--- config.mk ---
export PLATFORM = sky130hd
export DESIGN_NAME = hazard_ctrl
export DESIGN_NICKNAME = d
export VERILOG_FILES = /design/src/rtl/hazard_ctrl.sv
export SDC_FILE = /design/constraint.sdc
export NUM_CORES = 1
export LEC_CHECK = 0
export BUFFER_PORTS_ARGS = -buffer_cell sky130_fd_sc_hd__buf_4
export CAP_MARGIN = 20
export CORE_AREA = 2 2 39 41
export DETAILED_ROUTE_END_ITERATION = 10
export DIE_AREA = 0 0 41 43
export GPL_ROUTABILITY_DRIVEN = 0
export PLACE_DENSITY_LB_ADDON = 0.15
export SYNTH_ARGS = -nofsm -noshare
export SYNTH_HDL_FRONTEND = slang
export SYNTH_SLANG_ARGS = --single-unit
--- constraint.sdc ---
create_clock -name clk_i -period 2.1 [get_ports clk_i]
set_input_delay 0.21 -clock clk_i [delete_from_list [all_inputs] [get_ports clk_i]]
set_output_delay 0.21 -clock clk_i [all_outputs]
set_load 0.05 [all_outputs]
--- src/rtl/hazard_ctrl.sv ---
// Pipeline sequencer beside ID: advances, holds or flushes PC and IF/ID and injects ID/EX bubbles.
// Optional performance counters are enabled by defining HAZARD_CTRL_PERF_CNT_EN.
module hazard_ctrl #(
    parameter int unsigned LOAD_USE_STALL = 1,
    parameter int unsigned CNT_W          = 32
) (
    input  logic             clk_i,
    input  logic             rst_i,
    input  logic             start_i,
    input  logic [6:0]       id_opcode_i,
    input  logic [4:0]       id_rs1_i,
    input  logic [4:0]       id_rs2_i,
    input  logic             ex_memread_i,
    input  logic [4:0]       ex_rd_i,
    input  logic             id_branch_taken_i,
    output logic             pc_write_o,
    output logic             ifid_write_o,
    output logic             ifid_flush_o,
    output logic             id_bubble_o,
`ifdef HAZARD_CTRL_PERF_CNT_EN
    output logic [CNT_W-1:0] stall_cnt_o,
    output logic [CNT_W-1:0] flush_cnt_o,
`endif
    output logic [1:0]       state_o
);

    localparam int unsigned STALL_W    = 3;
    localparam logic [STALL_W-1:0] STALL_LOAD = STALL_W'(LOAD_USE_STALL - 1);

    if (LOAD_USE_STALL < 1 || LOAD_USE_STALL > 7 || CNT_W < 1) begin : g_param_check
        $error("hazard_ctrl: illegal LOAD_USE_STALL or CNT_W");
    end

    typedef enum logic [1:0] {
        IDLE  = 2'b00,
        RUN   = 2'b01,
        STALL = 2'b10
    } state_t;

    state_t             state_q, state_d;
    logic [STALL_W-1:0] cnt_q, cnt_d;
    logic               uses_rs1, uses_rs2, load_use;

    // Register-operand usage decoded from the ID opcode.
    always_comb begin
        uses_rs1 = 1'b0;
        uses_rs2 = 1'b0;
        case (id_opcode_i)
            7'b0110011, 7'b0100011, 7'b1100011: begin
                uses_rs1 = 1'b1;
                uses_rs2 = 1'b1;
            end
            7'b0010011, 7'b0000011: uses_rs1 = 1'b1;
            default: ;
        endcase
    end

    assign load_use = ex_memread_i && (ex_rd_i != 5'd0) &&
                      ((uses_rs1 && (ex_rd_i == id_rs1_i)) ||
                       (uses_rs2 && (ex_rd_i == id_rs2_i)));

    always_ff @(posedge clk_i) begin
        if (rst_i) begin
            state_q <= IDLE;
            cnt_q   <= '0;
        end else begin
            state_q <= state_d;
            cnt_q   <= cnt_d;
        end
    end

    // Next state and same-cycle pipeline controls.
    always_comb begin
        state_d      = state_q;
        cnt_d        = cnt_q;
        pc_write_o   = 1'b0;
        ifid_write_o = 1'b0;
        ifid_flush_o = 1'b0;
        id_bubble_o  = 1'b1;
        case (state_q)
            IDLE: begin
                if (start_i) state_d = RUN;
            end
            RUN: begin
                if (!load_use) begin
                    pc_write_o   = 1'b1;
                    ifid_write_o = 1'b1;
                    ifid_flush_o = id_branch_taken_i;
                    id_bubble_o  = 1'b0;
                end
                if (!start_i) begin
                    state_d = IDLE;
                end else if (load_use && (LOAD_USE_STALL > 1)) begin
                    state_d = STALL;
                    cnt_d   = STALL_LOAD;
                end
            end
            STALL: begin
                cnt_d = cnt_q - STALL_W'(1);
                if (!start_i) begin
                    state_d = IDLE;
                    cnt_d   = '0;
                end else if (cnt_q == STALL_W'(1)) begin
                    state_d = RUN;
                end
            end
            default: begin
                state_d = IDLE;
                cnt_d   = '0;
            end
        endcase
    end

    assign state_o = state_q;

`ifdef HAZARD_CTRL_PERF_CNT_EN
    logic stall_inc, flush_inc;

    // Bubbles in IDLE are not hazard cycles and are not counted.
    assign stall_inc = id_bubble_o && ((state_q == RUN) || (state_q == STALL));
    assign flush_inc = ifid_flush_o;

    always_ff @(posedge clk_i) begin
        if (rst_i) begin
            stall_cnt_o <= '0;
            flush_cnt_o <= '0;
        end else begin
            if (stall_inc && (stall_cnt_o != '1)) stall_cnt_o <= stall_cnt_o + CNT_W'(1);
            if (flush_inc && (flush_cnt_o != '1)) flush_cnt_o <= flush_cnt_o + CNT_W'(1);
        end
    end
`endif

endmodule

# ---- Yosys cells after proc, flatten, opt, wreduce, memory -nomap -nowiden
# Cells that the tools add are included.
dict set report classes {
  add_sub_neg 1
  n_eq_ne 13
  n_mux 15
  n_reduce_logical 11
}
# operator count
set op_table {}
lappend op_table {{7-bit by 6-bit == test with 1-bit output, second input constant} 2}
lappend op_table {{5-bit == test} 2}
lappend op_table {{1-bit 2-to-1 mux} 8}
lappend op_table {{2-bit 2-to-1 mux} 4}
lappend op_table {{7-bit by 2-bit == test with 1-bit output, second input constant} 1}
lappend op_table {{7-bit by 5-bit == test with 1-bit output, second input constant} 1}
lappend op_table {{7-bit == test, second input constant} 1}
lappend op_table {{2-bit one-hot mux with 3 select lines} 1}
lappend op_table {{3-bit one-hot mux with 2 select lines} 1}
lappend op_table {{5-bit nonzero test} 1}
lappend op_table {{5-bit OR reduction} 1}
lappend op_table {{1-bit logical AND} 4}
lappend op_table {{2-bit inequality test, second input constant} 2}
lappend op_table {{3-bit by 1-bit == test with 1-bit output, second input constant} 1}
lappend op_table {{3-bit 2-to-1 mux} 1}
lappend op_table {{3-bit inequality test, second input constant} 1}
lappend op_table {{3-bit AND reduction} 1}
lappend op_table {{3-bit OR reduction} 1}
lappend op_table {{3-bit by 1-bit subtractor with 3-bit output, second input constant} 1}
lappend op_table {{2-bit by 1-bit == test with 1-bit output, second input constant} 1}
lappend op_table {{2-bit == test, second input constant} 1}
lappend op_table {{2-bit zero test} 1}
lappend op_table {{2-bit OR reduction} 1}
lappend op_table {{1-bit logical OR} 1}
dict set report word_totals {
  output_inout_bits 6
  ff_bits 5
}

# ---- Depth between registers and ports, before layout
dict set report logic_depth {
  ltp_word 8
  ltp_mapped 5
  depth_no_buf 4
}

# ---- Worst setup path after synthesis
# OpenSTA, ideal clock, no wires.
dict set report synth_timing {
  path_kind {input -> output}
  start {input port ex_rd_i[1]}
  end {output port pc_write_o}
  required_ps 1890
  n_path_buf 1
  stages 5
  arrival_time_ps 2036
  path_slack_ps -146
  path_cell_list {or4_4 > nor2_2 > a211oi_1 > a21boi_1 > buf_4}
}
dict set report synth_via {
  elab_chain_len 6
  word_cells_on_any_way 10
  cone_classes {eq/ne: 2; mux: 2; reduce/logical: 6}
}
# element line
set synth_lines {}
lappend synth_lines {{from (decl)} 14} ;# input logic [4:0] ex_rd_i,
lappend synth_lines {{5-bit == test, on equally long branches} {59, 60}}
lappend synth_lines {{1-bit logical AND, on equally long branches} {59, 60}}
lappend synth_lines {{1-bit logical OR} 59} ;# ((uses_rs1 && (ex_rd_i == id_rs1_i)) ||
lappend synth_lines {{1-bit logical AND *} 58} ;# assign load_use = ex_memread_i && (ex_rd_i != 5'd0) &&
lappend synth_lines {{1-bit 2-to-1 mux * (2 in a row)} --}
lappend synth_lines {{to (decl)} 16} ;# output logic pc_write_o,
# Every way passes the cells marked *; elsewhere a longest branch is shown, timed or not.

# ---- Worst setup path in the final report
dict set report layout_timing {
  start {input port ex_rd_i[1]}
  end {output port id_bubble_o}
}
dict set report layout_via {
  elab_chain_len 6
  word_cells_on_any_way 10
  cone_classes {eq/ne: 2; mux: 2; reduce/logical: 6}
}
# element line
set layout_lines {}
lappend layout_lines {{5-bit == test, on equally long branches} {59, 60}}
lappend layout_lines {{1-bit logical AND, on equally long branches} {59, 60}}
lappend layout_lines {{1-bit logical OR} 59}
lappend layout_lines {{1-bit logical AND *} 58}
lappend layout_lines {{1-bit 2-to-1 mux *} 85} ;# if (!load_use) begin
lappend layout_lines {{1-bit 2-to-1 mux *} 80} ;# case (state_q)
lappend layout_lines {{to (decl)} 19} ;# output logic id_bubble_o,
# Marks and branches as above.

==> results.yml <==
synthesis:
  synth_ff_type: "dfxtp_1"
  synth_cell_types: 17
  synthCells: 30
  synth_top_area_cell: "xnor2_1"
  avgSynthCellArea_um2: 7.51
  synth.net_count: 57
  synth_area_leaders: "xnor2_1, dfxtp_1, buf_4, nand4_1, nand2_1"
  synth_seq_cells: 1
  ys_seq_area_frac: 0.0889
  synth_top_area_frac: 0.389
  synth_edf_count: 0
  netlist_area_um2: 225
  async_reset_ff_frac: 0
  synth_warnings: 0
floorplanning:
  rows: 14
  die_x_um: 41
  ioPinCount: 33
  start_util: 0.163
  die-height_um: 43
  dieArea_mm2: 0.00176
  coreArea_mm2: 0.00138
sta:
  finalCriticalPeriod_ns: 1.63
  finalSetupViolCount: 0
  hold_violations: 0
  max_freq_mhz: 613
  tns_ns: 0
  rsz0062_at_grt: "no"
  finalCritPeriodShare: 0.777
  slew_viol_final: 0
clock_network:
  cts_resized: 0
  hold_buffers: 0
  clkTransAtPathRegs_ns: 0
  postCtsSetupBuffers: 0
cells_and_area:
  layout-drive-gt1-share: 0.576
  synthToLayoutAreaGrowth_pct: 107
  final_common_cell: "buf_4"
  nets: 88
  mostFrequentLayoutCells: "buf_4, xnor2_1, nand2_1, nand4_1"
  largest_reg_flops: 1
  utilization: 0.337
  diodes: 0
placement:
  portBuffers: 31
critical_path:
  critical_path_arrival_ns: 1.42
  slowest_delay_ns: 0.53
  crit_chain: "buf_4, or4_4, nor2_2, a211oi_1, a21bo_1, buf_4"
  crit_type: "input port to output port"
  cp_max_fo: 3
  crit_slowest_cell: "or4_4"
  crit_path_start_kind: "input port"
  worstSetupStartpoint: "ex_rd_i[1]"
  cpMostUsedCell: "buf_4"
  worstSetupEndpointType: "output port"
  cp.required_ns: 1.89
outcome:
  status: "finished, final reports clean"
routing:
  ant_nets: 0
  vias_per_cell: 3.88
  wl_um: 622
  wl_per_cell_um: 8.29
  route.detailed.drc: 0
  firstDrtPassIters: 1
  drt_iter0_drc: 0
  vias: 291
global_routing:
  overflow: 0
  antenna_found_initial: 0
  grt_max_degree: 5
  grt_pass1_wl_um: 952
  grt.total_usage: 0.0699
  grt_pass1_vias: 239
power:
  power.leakage_nw: 0.215
  ir_drop_mv: 0.130
  powerDensity_mw_per_mm2: 259
job:
  maxCapViolCount: 0
min_path:
  worstHoldStart: "rst_i"
  worstHoldPathType: "input port to flip-flop"
-- final timing paths --
check	depth (start not counted)	slack, ns	end
worst min-delay path	2	0.37	state_o[0]
worst max-delay path	6	0.47	id_bubble_o
-- kinds of logic (layout without fill, tap and decap cells) --
family / count (synthesis) / count (layout) / share of synthesized area
XOR/XNOR: 10 / 10 / 0.389
buffers and inverters: 2 / 31 / 0.0666
other: 1 / 1 / 0.0167
flip-flops: 1 / 1 / 0.0889
AO/OA/AOI/OAI: 5 / 5 / 0.161
AND/OR/NAND/NOR: 11 / 11 / 0.278
-- power breakdown --
part | total (mW) | switching (mW) | internal [mW] | leakage, nW
clock network | 0 | 0 | 0 | 0
logic | 0.0996 | 0.0444 | 0.0552 | 0.207
registers | 0.0213 | 0.000818 | 0.0204 | 0.00834
total | 0.121 | 0.0452 | 0.0756 | 0.215
-- cells in the mapped netlist, types with 2 or more instances --
master / instances
nand4_1: 2
nand2_1: 3
xnor2_1: 10
buf_4: 2
-- cell type report --
type | count | area, um2
Sequential cell | 1 | 20.0
Timing Repair Buffer | 31 | 233
Fill cell | 159 | 917
Multi-Input combinational cell | 27 | 194
Tap cell | 16 | 20.0
-- metrics by stage --
step	hold WS [ns]	power (mW)	std cells	setup slack [ns]	area, um2
3_5_place_dp	0.369	0.122	75	0.451	467
6_report	0.367	0.121	75	0.468	467
5_1_grt	0.380	0.129	75	0.403	467
2_1_floorplan	0.282	0.0723	30	0.188	229
4_1_cts	0.369	0.122	75	0.452	467
3_3_place_gp	0.366	0.122	75	0.476	467
-- routing by layer --
layer	GRT usage	up-vias	part of all wire	routed length, um
li1	-	159	-	-
met4	0	0	0	0
met5	0	-	0	0
met3	0.0105	0	0.19	116
met2	0.106	18	0.44	271
met1	0.108	114	0.37	233
-- critical path: cells and delay by family --
| family | cells | cell delay [ns] |
|---|---|---|
| buffers and inverters | 2 | 0.30 |
| AOI/OAI and AO/OA | 2 | 0.29 |
| and+or+nand+nor | 2 | 0.62 |
Power figures use the tool's default switching activity.
